**src/rtl/dline_responder.sv**
```systemverilog
// dline_responder: single-line write-back data cache sitting between the
// load/store buffer and a line-wide backing memory.
// One line buffer (data, tag, valid, dirty). A miss on a dirty line writes
// it back first, then refills it. A hit responds on the next cycle.
// Optional feature: define DLINE_RESPONDER_PERF_EN to add the hit_count and
// miss_count lookup counters.
module dline_responder #(
    parameter int LINE_OFFSET_BITS = 5
) (
    input  logic                              clk,
    input  logic                              rst,
    input  logic                              mem_read_d,
    input  logic                              mem_write_d,
    input  logic [3:0]                        mem_byte_enable_d,
    input  logic [31:0]                       mem_address_d,
    input  logic [31:0]                       mem_wdata_d,
    output logic                              mem_resp_d,
    output logic [31:0]                       mem_rdata_d,
    output logic                              pmem_read,
    output logic                              pmem_write,
    output logic [31:0]                       pmem_address,
    output logic [(8<<LINE_OFFSET_BITS)-1:0]  pmem_wdata,
    input  logic [(8<<LINE_OFFSET_BITS)-1:0]  pmem_rdata,
    input  logic                              pmem_resp
`ifdef DLINE_RESPONDER_PERF_EN
    ,
    output logic [31:0]                       hit_count,
    output logic [31:0]                       miss_count
`endif
);

    localparam int TAG_W  = 32 - LINE_OFFSET_BITS;
    localparam int LINE_W = 8 << LINE_OFFSET_BITS;

    typedef enum logic [1:0] {IDLE, WB, FILL, RESP} state_t;

    state_t                state_q, state_d;
    logic                  valid_q, dirty_q, aborted_q;
    logic [TAG_W-1:0]      tag_q;
    logic [LINE_W-1:0]     line_q;

    // Request latched at lookup time; the byte-offset bits never matter.
    logic [31:2]           lat_addr;
    logic [31:0]           lat_wdata;
    logic [3:0]            lat_be;
    logic                  lat_write;

    logic                  req, hit;
    logic [LINE_OFFSET_BITS-3:0] word_sel;
    logic [31:0]           cur_word, be_mask, merged_word;
    logic                  addr_lsb_unused;

    assign req             = mem_read_d | mem_write_d;
    assign hit             = valid_q && (tag_q == mem_address_d[31:LINE_OFFSET_BITS]);
    assign word_sel        = lat_addr[LINE_OFFSET_BITS-1:2];
    assign cur_word        = line_q[{word_sel, 5'd0} +: 32];
    assign be_mask         = {{8{lat_be[3]}}, {8{lat_be[2]}}, {8{lat_be[1]}}, {8{lat_be[0]}}};
    assign merged_word     = (lat_wdata & be_mask) | (cur_word & ~be_mask);
    assign addr_lsb_unused = ^mem_address_d[1:0];

    // Control state: FSM, line tag/valid/dirty, abort tracking, counters.
    always_ff @(posedge clk or posedge rst) begin
        if (rst) begin
            state_q   <= IDLE;
            valid_q   <= 1'b0;
            dirty_q   <= 1'b0;
            tag_q     <= '0;
            aborted_q <= 1'b0;
`ifdef DLINE_RESPONDER_PERF_EN
            hit_count  <= '0;
            miss_count <= '0;
`endif
        end else begin
            state_q <= state_d;
            case (state_q)
                IDLE: begin
                    aborted_q <= 1'b0;
`ifdef DLINE_RESPONDER_PERF_EN
                    if (req) begin
                        if (hit) hit_count  <= hit_count + 32'd1;
                        else     miss_count <= miss_count + 32'd1;
                    end
`endif
                end
                WB: begin
                    if (!req) aborted_q <= 1'b1;
                end
                FILL: begin
                    if (!req) aborted_q <= 1'b1;
                    if (pmem_resp) begin
                        valid_q <= 1'b1;
                        dirty_q <= 1'b0;
                        tag_q   <= lat_addr[31:LINE_OFFSET_BITS];
                    end
                end
                RESP: begin
                    if (lat_write && (|lat_be)) dirty_q <= 1'b1;
                end
                default: ;
            endcase
        end
    end

    // Datapath: request latch at lookup, line refill and store merge.
    always_ff @(posedge clk) begin
        if (state_q == IDLE && req) begin
            lat_addr  <= mem_address_d[31:2];
            lat_wdata <= mem_wdata_d;
            lat_be    <= mem_byte_enable_d;
            lat_write <= mem_write_d;
        end
        if (state_q == FILL && pmem_resp) begin
            line_q <= pmem_rdata;
        end else if (state_q == RESP && lat_write) begin
            line_q[{word_sel, 5'd0} +: 32] <= merged_word;
        end
    end

    // Next state and all block outputs; everything idles at zero.
    always_comb begin
        state_d      = state_q;
        mem_resp_d   = 1'b0;
        mem_rdata_d  = '0;
        pmem_read    = 1'b0;
        pmem_write   = 1'b0;
        pmem_address = '0;
        pmem_wdata   = '0;
        case (state_q)
            IDLE: begin
                if (req) begin
                    if (hit)                  state_d = RESP;
                    else if (valid_q && dirty_q) state_d = WB;
                    else                      state_d = FILL;
                end
            end
            WB: begin
                pmem_write   = 1'b1;
                pmem_address = {tag_q, {LINE_OFFSET_BITS{1'b0}}};
                pmem_wdata   = line_q;
                if (pmem_resp) state_d = FILL;
            end
            FILL: begin
                pmem_read    = 1'b1;
                pmem_address = {lat_addr[31:LINE_OFFSET_BITS], {LINE_OFFSET_BITS{1'b0}}};
                // An abandoned request still installs the line but gets no response.
                if (pmem_resp) state_d = (req && !aborted_q) ? RESP : IDLE;
            end
            RESP: begin
                mem_resp_d = 1'b1;
                if (!lat_write) mem_rdata_d = cur_word;
                state_d = IDLE;
            end
            default: state_d = IDLE;
        endcase
    end

endmodule

```
**config.mk**
```make
export PLATFORM = sky130hd
export DESIGN_NAME = dline_responder
export DESIGN_NICKNAME = d
export VERILOG_FILES = /design/src/rtl/dline_responder.sv
export SDC_FILE = /design/constraint.sdc
export NUM_CORES = 1
export LEC_CHECK = 0
export BUFFER_PORTS_ARGS = -buffer_cell sky130_fd_sc_hd__buf_4
export CAP_MARGIN = 30
export CORE_ASPECT_RATIO = 1.2
export CORE_MARGIN = 2
export CORE_UTILIZATION = 30
export DETAILED_ROUTE_END_ITERATION = 6
export PLACE_DENSITY_LB_ADDON = 0.12
export SYNTH_ARGS = -nofsm -noshare
export SYNTH_HDL_FRONTEND = slang
export SYNTH_SLANG_ARGS = --single-unit
```
**constraint.sdc**
```tcl
create_clock -name clk -period 4.2 [get_ports clk]
set_input_delay 0.42 -clock clk [delete_from_list [all_inputs] [get_ports clk]]
set_output_delay 0.42 -clock clk [all_outputs]
set_load 0.005 [all_outputs]
```
==> out/results.tsv <==
metric	value	unit
cts_made_buffers	44	
fin_skew	9.52	ps
grt-ovfl-total	0	
post-route-period-util	0.860	
ir_drop	0.000333	V
synth_top_family_by_area	compound AO/OA/AOI/OAI gates	
max_slew_margin	0.359	
viasPerCell	5.28	
fillers	6299	
drc	0	
clockRootBuffer	clkbuf_16	
yosys-mux-area-fraction	0.0665	
grt_max_degree	167	
clk_latency	560	ps
gp_congestion	0.860	
grt_pass1_wl	120	mm
synth_fa_ha_area_frac	0.00580	
ys_warn_count	0	
core_area	64300	um2
ios	652	
avgRoutedWirePerCell	28.1	um
fin_area	26800	um2
dr_total_vias	16300	
path_clk_slew	60	ps
cts_hold_buf	26	
drv_cap	0	
outcome	completed	
clock.fmax	277	MHz
r2r_start	lat_addr[3]	
cp_max_fo	34	
final_common_cell	buf_4	
seq_area	10500	um2
totalWireLength	86.5	mm
worst-setup-path-type	reg2out	
post_cts_resized	0	
syn_area_per_cell	12.3	um2
r2r_slack	1110	ps
worstHoldStart	mem_wdata_d[26]	
rr_endpoint	line_q[97]	
tightest_slew	962	ps
synth.cell_area	19400	um2
die_h	283	um
final_antenna_net_count	0	
numClockSinks	355	
layout_setup_ws	587	ps
worstHoldPathCells	1	
rsz0062_at_grt	false	
synth_xor_area_frac	0.0122	
row_count	102	
place_hpwl	60.4	mm
nNetsFinal	2548	
ys_seq_area_frac	0.541	
setup_viol	0	
placed_area	25200	um2
final_hold_viol_count	0	
critPathCaptureType	primary output	
ys_types	44	
htreeDepth	2	
critPathRequiredTime	3780	ps
ys_ff_latch	355	
synthSimpleGateAreaFrac	0.147	
ctsLongestPathBuffers	3	
multi_input_area	8290	um2
setup-tns-final	0	ps
synth_edf_count	323	
reg2reg_depth	7	
dieArea	66800	um2
hold_slack	38.2	ps
grt_pass1_vias	16700	
hold-path-endpoint	lat_wdata[26]	
area_growth	38.0	%
initial_utilization	0.302	
synth-compound-area-share	0.188	
place_ws	1130	ps
cts_tree	yes	
antenna_found_initial	10	
post_route_cells_drive_above_1_share	0.386	
p_leak	11.3	nW
grt_util_all_layers	0.247	
cp.arrival	3190	ps
cts_setup_buffers	0	
start_kind	flip-flop	
die_width	236	um
synth_ff_type	edfxtp_1	
fin_total_pwr	17.0	mW
final_cell_mix	buf_4 (683), edfxtp_1 (323), a22o_1 (256), and2_1 (256), nand2_1 (131)	
drtIter0Drc	911	
p_per_area	634	nW/um2
finalMaxSlewViolations	0	
syn_inst	1582	
async_reset_ff_frac	0.0901	
port_buffers	644	
dr.pass1.iters	5	
holdCritPathClass	in2reg	
fin_crit	3610	ps
==> cell families (layout without fill, tap and decap cells) <==
logic type / count (synthesis) / in the layout
other: 1 / 11
and+or+nand+nor: 521 / 521
buffers and inverters: 149 / 807
xor gates and xnor gates: 27 / 27
muxes: 129 / 129
DFF: 355 / 355
adders and majority gates: 9 / 9
AOI/OAI and AO/OA: 391 / 391
==> cells in the mapped netlist, drive strengths merged (9+ instances only) <==
| cell | number | area share |
|---|---|---|
| xnor2 | 15 | 0.0068 |
| buf | 53 | 0.022 |
| nor2 | 49 | 0.010 |
| clkbuf | 89 | 0.017 |
| nor2b | 29 | 0.0093 |
| ha | 9 | 0.0058 |
| and2 | 258 | 0.083 |
| o21ai | 34 | 0.027 |
| mux2i | 129 | 0.066 |
| edfxtp | 323 | 0.50 |
| a22o | 256 | 0.12 |
| dfrtp | 32 | 0.041 |
| a22oi | 91 | 0.041 |
| nand2 | 161 | 0.034 |
| xor2 | 12 | 0.0054 |
==> cell type report <==
cell class / instances / area share
Clock inverter: 27 / 0.00598
Antenna cell: 6 / 0.000560
Inverter: 7 / 0.000980
Sequential cell: 355 / 0.392
Multi-Input combinational cell: 1082 / 0.309
Tap cell: 832 / 0.0388
Clock buffer: 53 / 0.0435
Timing Repair Buffer: 720 / 0.209
==> per-stage QoR <==
stage / instances / utilization
after CTS: 3076 / 0.416
after global placement: 2970 / 0.392
after global routing: 3082 / 0.417
after floorplan: 1586 / -
after detailed placement: 2970 / 0.392
final: 3082 / 0.417
==> worst max-delay path, cell delays in order, from the launching register on <==
cell,delay [ps]
edfxtp_1,360
buf_4,550
buf_4,580
mux2i_1,420
a22oi_1,190
nand2_1,220
nor2_1,80
buf_4,170
==> flip-flops by register name (all words and copies together), names as in the netlist <==
register,cells
valid_q,1
lat_write,1
aborted_q,1
lat_wdata,32
state_q,2
tag_q,27
line_q,256
dirty_q,1
lat_be,4
lat_addr,30
==> report_power, final <==
group | switching, mW | internal (mW) | leakage [nW]
clock network | 1.60 | 2.04 | 0.665
registers | 0.513 | 5.17 | 3.41
logic | 4.51 | 3.16 | 7.22
==> metal layers <==
metal | routed length (um) | track usage
met1 | 34500 | 0.305
met2 | 43800 | 0.433
met3 | 6190 | 0.0583
met4 | 1900 | 0.0651
met5 | 53 | 0
==> how the worst max path moves through the flow <==
stage | from | slack [ps] | cells after the start | endpoint
3_3_place_gp | lat_addr[3] | 1170 | 7 | line_q[97]
5_1_grt | lat_addr[2] | 480 | 7 | mem_rdata_d[21]
4_1_cts | lat_addr[2] | 530 | 7 | mem_rdata_d[2]
3_5_place_dp | lat_addr[3] | 1130 | 7 | line_q[97]
2_1_floorplan | state_q[0] | 130 | 4 | lat_addr[10]
6_report | lat_addr[2] | 590 | 7 | mem_rdata_d[1]
Note: power is estimated with default switching activity, not from simulation.
